[src/rtl/uart_cmd_ctrl.sv]
// UART command controller: decodes write/read frames from the UART receiver
// into register-file strobes and returns read data to the UART transmitter.
module uart_cmd_ctrl #(
  parameter int          ADDR_W        = 4,
  parameter logic [7:0]  WR_CMD        = 8'hAA,
  parameter logic [7:0]  RD_CMD        = 8'hBB,
  parameter int          FRAME_TIMEOUT = 1024,
  parameter int          RD_TIMEOUT    = 8
) (
  input  logic              CLK,
  input  logic              RST_n,
  input  logic [7:0]        RX_P_DATA,
  input  logic              RX_D_VLD,
  output logic [ADDR_W-1:0] RF_Address,
  output logic              RF_WrEn,
  output logic [7:0]        RF_WrData,
  output logic              RF_RdEn,
  input  logic [7:0]        RF_RdData,
  input  logic              RF_RdData_Valid,
  output logic [7:0]        TX_P_DATA,
  output logic              TX_D_VLD,
  input  logic              TX_Busy,
  output logic              CMD_ERR
);

  localparam int MAX_TO = (FRAME_TIMEOUT > RD_TIMEOUT) ?
                          FRAME_TIMEOUT : RD_TIMEOUT;
  localparam int CW = $clog2(MAX_TO) + 1;
  localparam logic [CW-1:0] FT_LAST  = CW'(FRAME_TIMEOUT - 1);
  localparam logic [CW-1:0] RT_LAST  = CW'(RD_TIMEOUT - 1);
  localparam logic [CW-1:0] CNT_MAX  = '1;

  typedef enum logic [2:0] {
    IDLE, WR_ADDR, WR_DATA, RD_ADDR, RD_WAIT, TX_HOLD
  } state_t;

  state_t            state_q, state_d;
  logic [CW-1:0]     fcnt_q, fcnt_d;
  logic [CW-1:0]     rcnt_q, rcnt_d;
  logic [ADDR_W-1:0] addr_q, addr_d;
  logic [7:0]        wdata_q, wdata_d;
  logic [7:0]        txd_q, txd_d;
  logic              wren_q, wren_d;
  logic              rden_q, rden_d;
  logic              txv_q, txv_d;
  logic              err_q, err_d;

  // State, counters and every output are registered together.
  always_ff @(posedge CLK or negedge RST_n) begin
    if (!RST_n) begin
      state_q <= IDLE;
      fcnt_q  <= '0;
      rcnt_q  <= '0;
      addr_q  <= '0;
      wdata_q <= '0;
      txd_q   <= '0;
      wren_q  <= 1'b0;
      rden_q  <= 1'b0;
      txv_q   <= 1'b0;
      err_q   <= 1'b0;
    end else begin
      state_q <= state_d;
      fcnt_q  <= fcnt_d;
      rcnt_q  <= rcnt_d;
      addr_q  <= addr_d;
      wdata_q <= wdata_d;
      txd_q   <= txd_d;
      wren_q  <= wren_d;
      rden_q  <= rden_d;
      txv_q   <= txv_d;
      err_q   <= err_d;
    end
  end

  // Next-state, counter and strobe decode; an accepted byte or read
  // response wins over a timeout falling in the same cycle.
  always_comb begin
    state_d = state_q;
    fcnt_d  = (fcnt_q == CNT_MAX) ? fcnt_q : fcnt_q + 1'b1;
    rcnt_d  = (rcnt_q == CNT_MAX) ? rcnt_q : rcnt_q + 1'b1;
    addr_d  = addr_q;
    wdata_d = wdata_q;
    txd_d   = txd_q;
    wren_d  = 1'b0;
    rden_d  = 1'b0;
    txv_d   = 1'b0;
    err_d   = 1'b0;
    unique case (state_q)
      IDLE: begin
        fcnt_d = '0;
        rcnt_d = '0;
        if (RX_D_VLD) begin
          if (RX_P_DATA == WR_CMD) begin
            state_d = WR_ADDR;
          end else if (RX_P_DATA == RD_CMD) begin
            state_d = RD_ADDR;
          end else begin
            err_d = 1'b1;
          end
        end
      end
      WR_ADDR: begin
        if (RX_D_VLD) begin
          addr_d  = RX_P_DATA[ADDR_W-1:0];
          fcnt_d  = '0;
          state_d = WR_DATA;
        end else if (fcnt_q == FT_LAST) begin
          err_d   = 1'b1;
          state_d = IDLE;
        end
      end
      WR_DATA: begin
        if (RX_D_VLD) begin
          wdata_d = RX_P_DATA;
          wren_d  = 1'b1;
          fcnt_d  = '0;
          state_d = IDLE;
        end else if (fcnt_q == FT_LAST) begin
          err_d   = 1'b1;
          state_d = IDLE;
        end
      end
      RD_ADDR: begin
        if (RX_D_VLD) begin
          addr_d  = RX_P_DATA[ADDR_W-1:0];
          rden_d  = 1'b1;
          fcnt_d  = '0;
          rcnt_d  = '0;
          state_d = RD_WAIT;
        end else if (fcnt_q == FT_LAST) begin
          err_d   = 1'b1;
          state_d = IDLE;
        end
      end
      RD_WAIT: begin
        if (RF_RdData_Valid) begin
          txd_d   = RF_RdData;
          state_d = TX_HOLD;
        end else if (rcnt_q == RT_LAST) begin
          err_d   = 1'b1;
          state_d = IDLE;
        end
      end
      TX_HOLD: begin
        if (!TX_Busy) begin
          txv_d   = 1'b1;
          state_d = IDLE;
        end
      end
      default: state_d = IDLE;
    endcase
  end

  assign RF_Address = addr_q;
  assign RF_WrData  = wdata_q;
  assign RF_WrEn    = wren_q;
  assign RF_RdEn    = rden_q;
  assign TX_P_DATA  = txd_q;
  assign TX_D_VLD   = txv_q;
  assign CMD_ERR    = err_q;

endmodule

[config.mk]
export PLATFORM = sky130hd
export DESIGN_NAME = uart_cmd_ctrl
export DESIGN_NICKNAME = d
export VERILOG_FILES = /design/src/rtl/uart_cmd_ctrl.sv
export SDC_FILE = /design/constraint.sdc
export NUM_CORES = 1
export LEC_CHECK = 0
export BUFFER_PORTS_ARGS = -buffer_cell sky130_fd_sc_hd__buf_2
export CAP_MARGIN = 20
export CORE_AREA = 2 2 61 121
export CTS_BUF_LIST = sky130_fd_sc_hd__clkbuf_8 sky130_fd_sc_hd__clkbuf_16
export DETAILED_ROUTE_END_ITERATION = 12
export DIE_AREA = 0 0 63 123
export PLACE_DENSITY_LB_ADDON = 0.15
export SLEW_MARGIN = 40
export SYNTH_ARGS = -nofsm -noshare
export SYNTH_HDL_FRONTEND = slang
export SYNTH_SLANG_ARGS = --single-unit
export TNS_END_PERCENT = 50
[constraint.sdc]
create_clock -name CLK -period 4.1 [get_ports CLK]
set_clock_uncertainty 0.1 [all_clocks]
set_input_delay 0 -clock CLK [delete_from_list [all_inputs] [get_ports CLK]]
set_output_delay 0 -clock CLK [all_outputs]
set_load 0.02 [all_outputs]
==> results by stage <==
Outcome:
- The run finished with clean final reports.

Timing:
- Timing would allow up to 487 MHz.
- The clock period minus final worst setup slack is 2.05 ns.
- The setup-violating endpoint count in the final report is 0.
- The number of hold violations in the final report came to 0.
- At the pin with the least slew margin, the transition time is 0.842 ns.
- The total negative slack is 0 ns.
- Setup repair after global routing left no endpoint under its margin.
- Headroom to the max-slew limit came out at 0.439.
- In the finished design, the share of the clock period the worst path needs comes to 0.501.
- The final hold slack is 0.0156 ns.
- The final count of pins violating max slew came to 0.

Finish:
- The library cells used most frequently in the layout, excluding fill and tap cells, are 49 x dfrtp_1, 43 x buf_2, 20 x mux2_2, 19 x dlygate4sd3_1, 15 x a21oi_1.
- The post-layout instance area is 2950 µm².
- The ratio of cells with drive above 1 in the final layout is 0.294.
- The layout has 653 filler cells.
- The most common library cell in the layout ignoring fill and taps is dfrtp_1.
- Compared with the post-synthesis result, the final layout area differs by 26.7%.
- The repair_antennas step left the layout with diodes totalling 0.
- At the end of the flow, the number of nets in the layout was 291.

Worst setup path:
- The data arrival at the endpoint of the critical path is 2.13 ns.
- The critical path is of the reg -> reg type.
- The worst flop-to-flop path endpoint is fcnt_q[2].
- Of all nets on the critical path, the largest fanout is 11.
- STA classifies the critical path startpoint as a register.
- The slack of the worst reg-to-reg path is 2.05 ns.
- For the worst flop-to-flop path, the logic depth is 4.
- The required arrival time at the worst endpoint is 4.18 ns.
- The worst register-to-register path begins at state_q[0].
- The endpoint class of the critical path is a register.

Clocking:
- TritonCTS built the clock tree.
- The count of hold-fix buffers inserted at cts is 19.
- Counting every sink on the clock net gives 49.
- Clock tree synthesis selected as its root buffer the cell clkbuf_16.
- The H-tree was split into 2 levels.
- The count of cells resized by post-cts repair is 0.
- The number of clock buffers inserted by TritonCTS is 5.
- The clock passes through at most 2 buffers.
- The post-CTS repair timing setup buffer count is 0.
- The clock-pin transition on the worst setup and hold timing paths is 0.06 ns.
- The source-to-sink clock delay at the later pin of the worst-skew pair is 0.29 ns.

Floorplanning:
- The overall die height is 123 µm.
- The core region is 6830 µm².
- The number of ports placed on the die boundary is 45.
- The floorplan die width is 63 µm.
- The initial cell density of the core is 0.340.
- The area of the die is 7750 µm².
- The initialized floorplan defines 43 standard-cell rows.

Route:
- The first detailed-routing pass ran for 4 iterations.
- In the routed design, unresolved DRC markers number 0.
- The detail route stage leaves a number of antenna-violating nets equal to 0.
- The total wirelength of the detailed-routed design is 4810 µm.
- The initial DRC count is 101.
- Summing over every cut layer, the via total after detailed routing is 1800.
- The wire length per cell is 13.4 µm.
- Dividing the detail-routed via count by the number of cells gives 5.01.

Pwr:
- Of the total power, the share spent switching nets is 0.348.
- The internal portion of the total power is 1.07 mW.
- The sequential group share of total power is 0.423.
- The worst-case IR drop observed on VDD is 0.398 mV.
- Of the total power, combinational logic draws 0.339.
- In this run the power density over the cells is 559 nW/µm².
- The clock power share is 0.239.
- For this design the total switching power over the nets is 0.573 mW.
- The reported leakage power is 1.33 nW.

Logic synthesis:
- Of all flip-flops after synthesis, the portion carrying an async set or reset was 1.00.
- The number of nets in the synthesized netlist is 231.
- Yosys mapped the design onto 44 distinct sky130hd cell types.
- In this run, synthesis produced a sequential element count of 49.
- By area the synthesized netlist is led by dfrtp_1 53%, mux2_2 9.7%, a21oi_1 3.2%.
- The fraction of post-synthesis cell area in the top cell type by area is 0.527.
- Synthesis handed over a netlist of 208 instances.
- For this run, the register share of the synthesized area comes to 0.527.
- The synthesis warning total is 0.
- The synthesized area is 2330 µm².
- In this run the mean area of a mapped cell was 11.2 µm².
- The cell type with the largest total area after synthesis is dfrtp_1.
- The leading register cell type out of synthesis is dfrtp_1.
- The number of enable-type register cells in the synthesized netlist is 0.

GRT:
- The number of antenna violations at the first check in global routing is 0.
- The first-pass GRT wire length is 8540 µm.
- Entering global routing, the biggest net connects 50 pins.
- The number of global-route vias before repair is 1833.
- After global routing the overflow that remains totals 0.
- Across every metal layer, demand over resource in global routing totals 0.139.

Hold path:
- The endpoint of the worst hold-timing path is CMD_ERR.
- The worst hold path belongs to the class in -> reg.
- The number of cells on the worst hold path is 4.
- The worst min-delay path startpoint is RX_D_VLD.

Job:
- Max-cap violations in this run came to 0.

Placement:
- The placed instances occupy a cell area of 2620 µm².
- The number of input and output port buffers inserted is 44.
- The weighted congestion at the end of routability-driven global placement is 0.760.
- The HPWL after detailed placement is 3350 µm.
## metrics by stage
step           std cells  total power, mW  worst slack (ns)  utilization
3_3_place_gp         332             1.25              2.08        0.383
5_1_grt              359             1.75              1.90        0.431
6_report             359             1.65              2.05        0.431
2_1_floorplan        208             1.08              2.15            -
3_5_place_dp         332             1.25              2.04        0.383
4_1_cts              359             1.67              2.04        0.431
## worst max-delay path by stage
stage / end / startpoint / depth (start not counted) / slack (ns)
2_1_floorplan: fcnt_q[7] / fcnt_q[0] / 7 / 2.15
3_3_place_gp: fcnt_q[2] / state_q[0] / 4 / 2.08
3_5_place_dp: fcnt_q[2] / state_q[0] / 4 / 2.04
4_1_cts: fcnt_q[2] / state_q[0] / 4 / 2.04
5_1_grt: rcnt_q[3] / rcnt_q[0] / 5 / 1.90
6_report: fcnt_q[2] / state_q[0] / 4 / 2.05
## layout make-up
class | instances | area, µm² | share of cell area
clock buffer | 5 | 125 | 0.0425
clock inverter | 3 | 13.8 | 0.00467
inverter | 2 | 7.51 | 0.00255
multi-input combinational | 147 | 1050 | 0.356
sequential | 49 | 1230 | 0.416
tap | 90 | 113 | 0.0382
timing repair buffer | 63 | 413 | 0.140
## Yosys cell counts (2+ instances only)
| cell | count |
|---|---|
| dfrtp_1 | 49 |
| mux2_2 | 20 |
| a21oi_1 | 15 |
| nand2_1 | 14 |
| nor2_1 | 13 |
| nand3_1 | 8 |
| o21ai_0 | 8 |
| xnor2_1 | 6 |
| a31oi_1 | 5 |
| clkbuf_1 | 5 |
| a21o_1 | 4 |
| buf_2 | 4 |
| nand4_1 | 4 |
| or3_1 | 4 |
| and3_1 | 3 |
| and4_1 | 3 |
| nor2b_1 | 3 |
| nor3_1 | 3 |
| o31ai_1 | 3 |
| or4_1 | 3 |
| a311oi_1 | 2 |
| ha_1 | 2 |
| inv_1 | 2 |
| nand4b_1 | 2 |
| nor4_1 | 2 |
| nor4b_4 | 2 |
| xor2_1 | 2 |
## worst max-delay path: stages (launching register included)
cell	delay, ns
dfrtp_1	0.49
or2_2	0.42
a21oi_1	0.71
a211o_1	0.19
nand2_1	0.05
## per-layer routing
layer,vias to the layer above,GRT usage,wire [µm],share of wire
met4,0,0.0500,78,0.016
met2,50,0.236,2290,0.48
met5,-,0,0,0
met3,6,0.0400,275,0.057
li1,900,-,-,-
met1,844,0.165,2160,0.45
## logic make-up (layout without fill, tap and decap cells)
group	after synthesis	in the layout	share of synthesized area
flip-flops	49	49	0.527
XOR/XNOR	8	8	0.0301
AND/OR/NAND/NOR	71	71	0.188
adder cells (fa/ha/maj)	2	2	0.0108
AO/OA/AOI/OAI	46	46	0.125
buffers and inverters	12	73	0.0221
multiplexers	20	20	0.0968
## power groups by stage
| stage | Sequential (mW) | Combinational, mW | Clock [mW] |
|---|---|---|---|
| floorplan | 0.813 | 0.266 | 0 |
| global placement | 0.697 | 0.548 | 0 |
| detailed placement | 0.704 | 0.547 | 0 |
| CTS | 0.696 | 0.562 | 0.408 |
| global route | 0.715 | 0.609 | 0.427 |
| finish | 0.696 | 0.557 | 0.393 |
## registers in the layout (all words and copies together) (netlist names)
register    cells
rcnt_q         11
RF_WrData       8
RF_WrEn         1
CMD_ERR         1
fcnt_q         11
state_q         3
RF_RdEn         1
TX_D_VLD        1
RF_Address      4
TX_P_DATA       8
(Power assumes the default switching activity.)
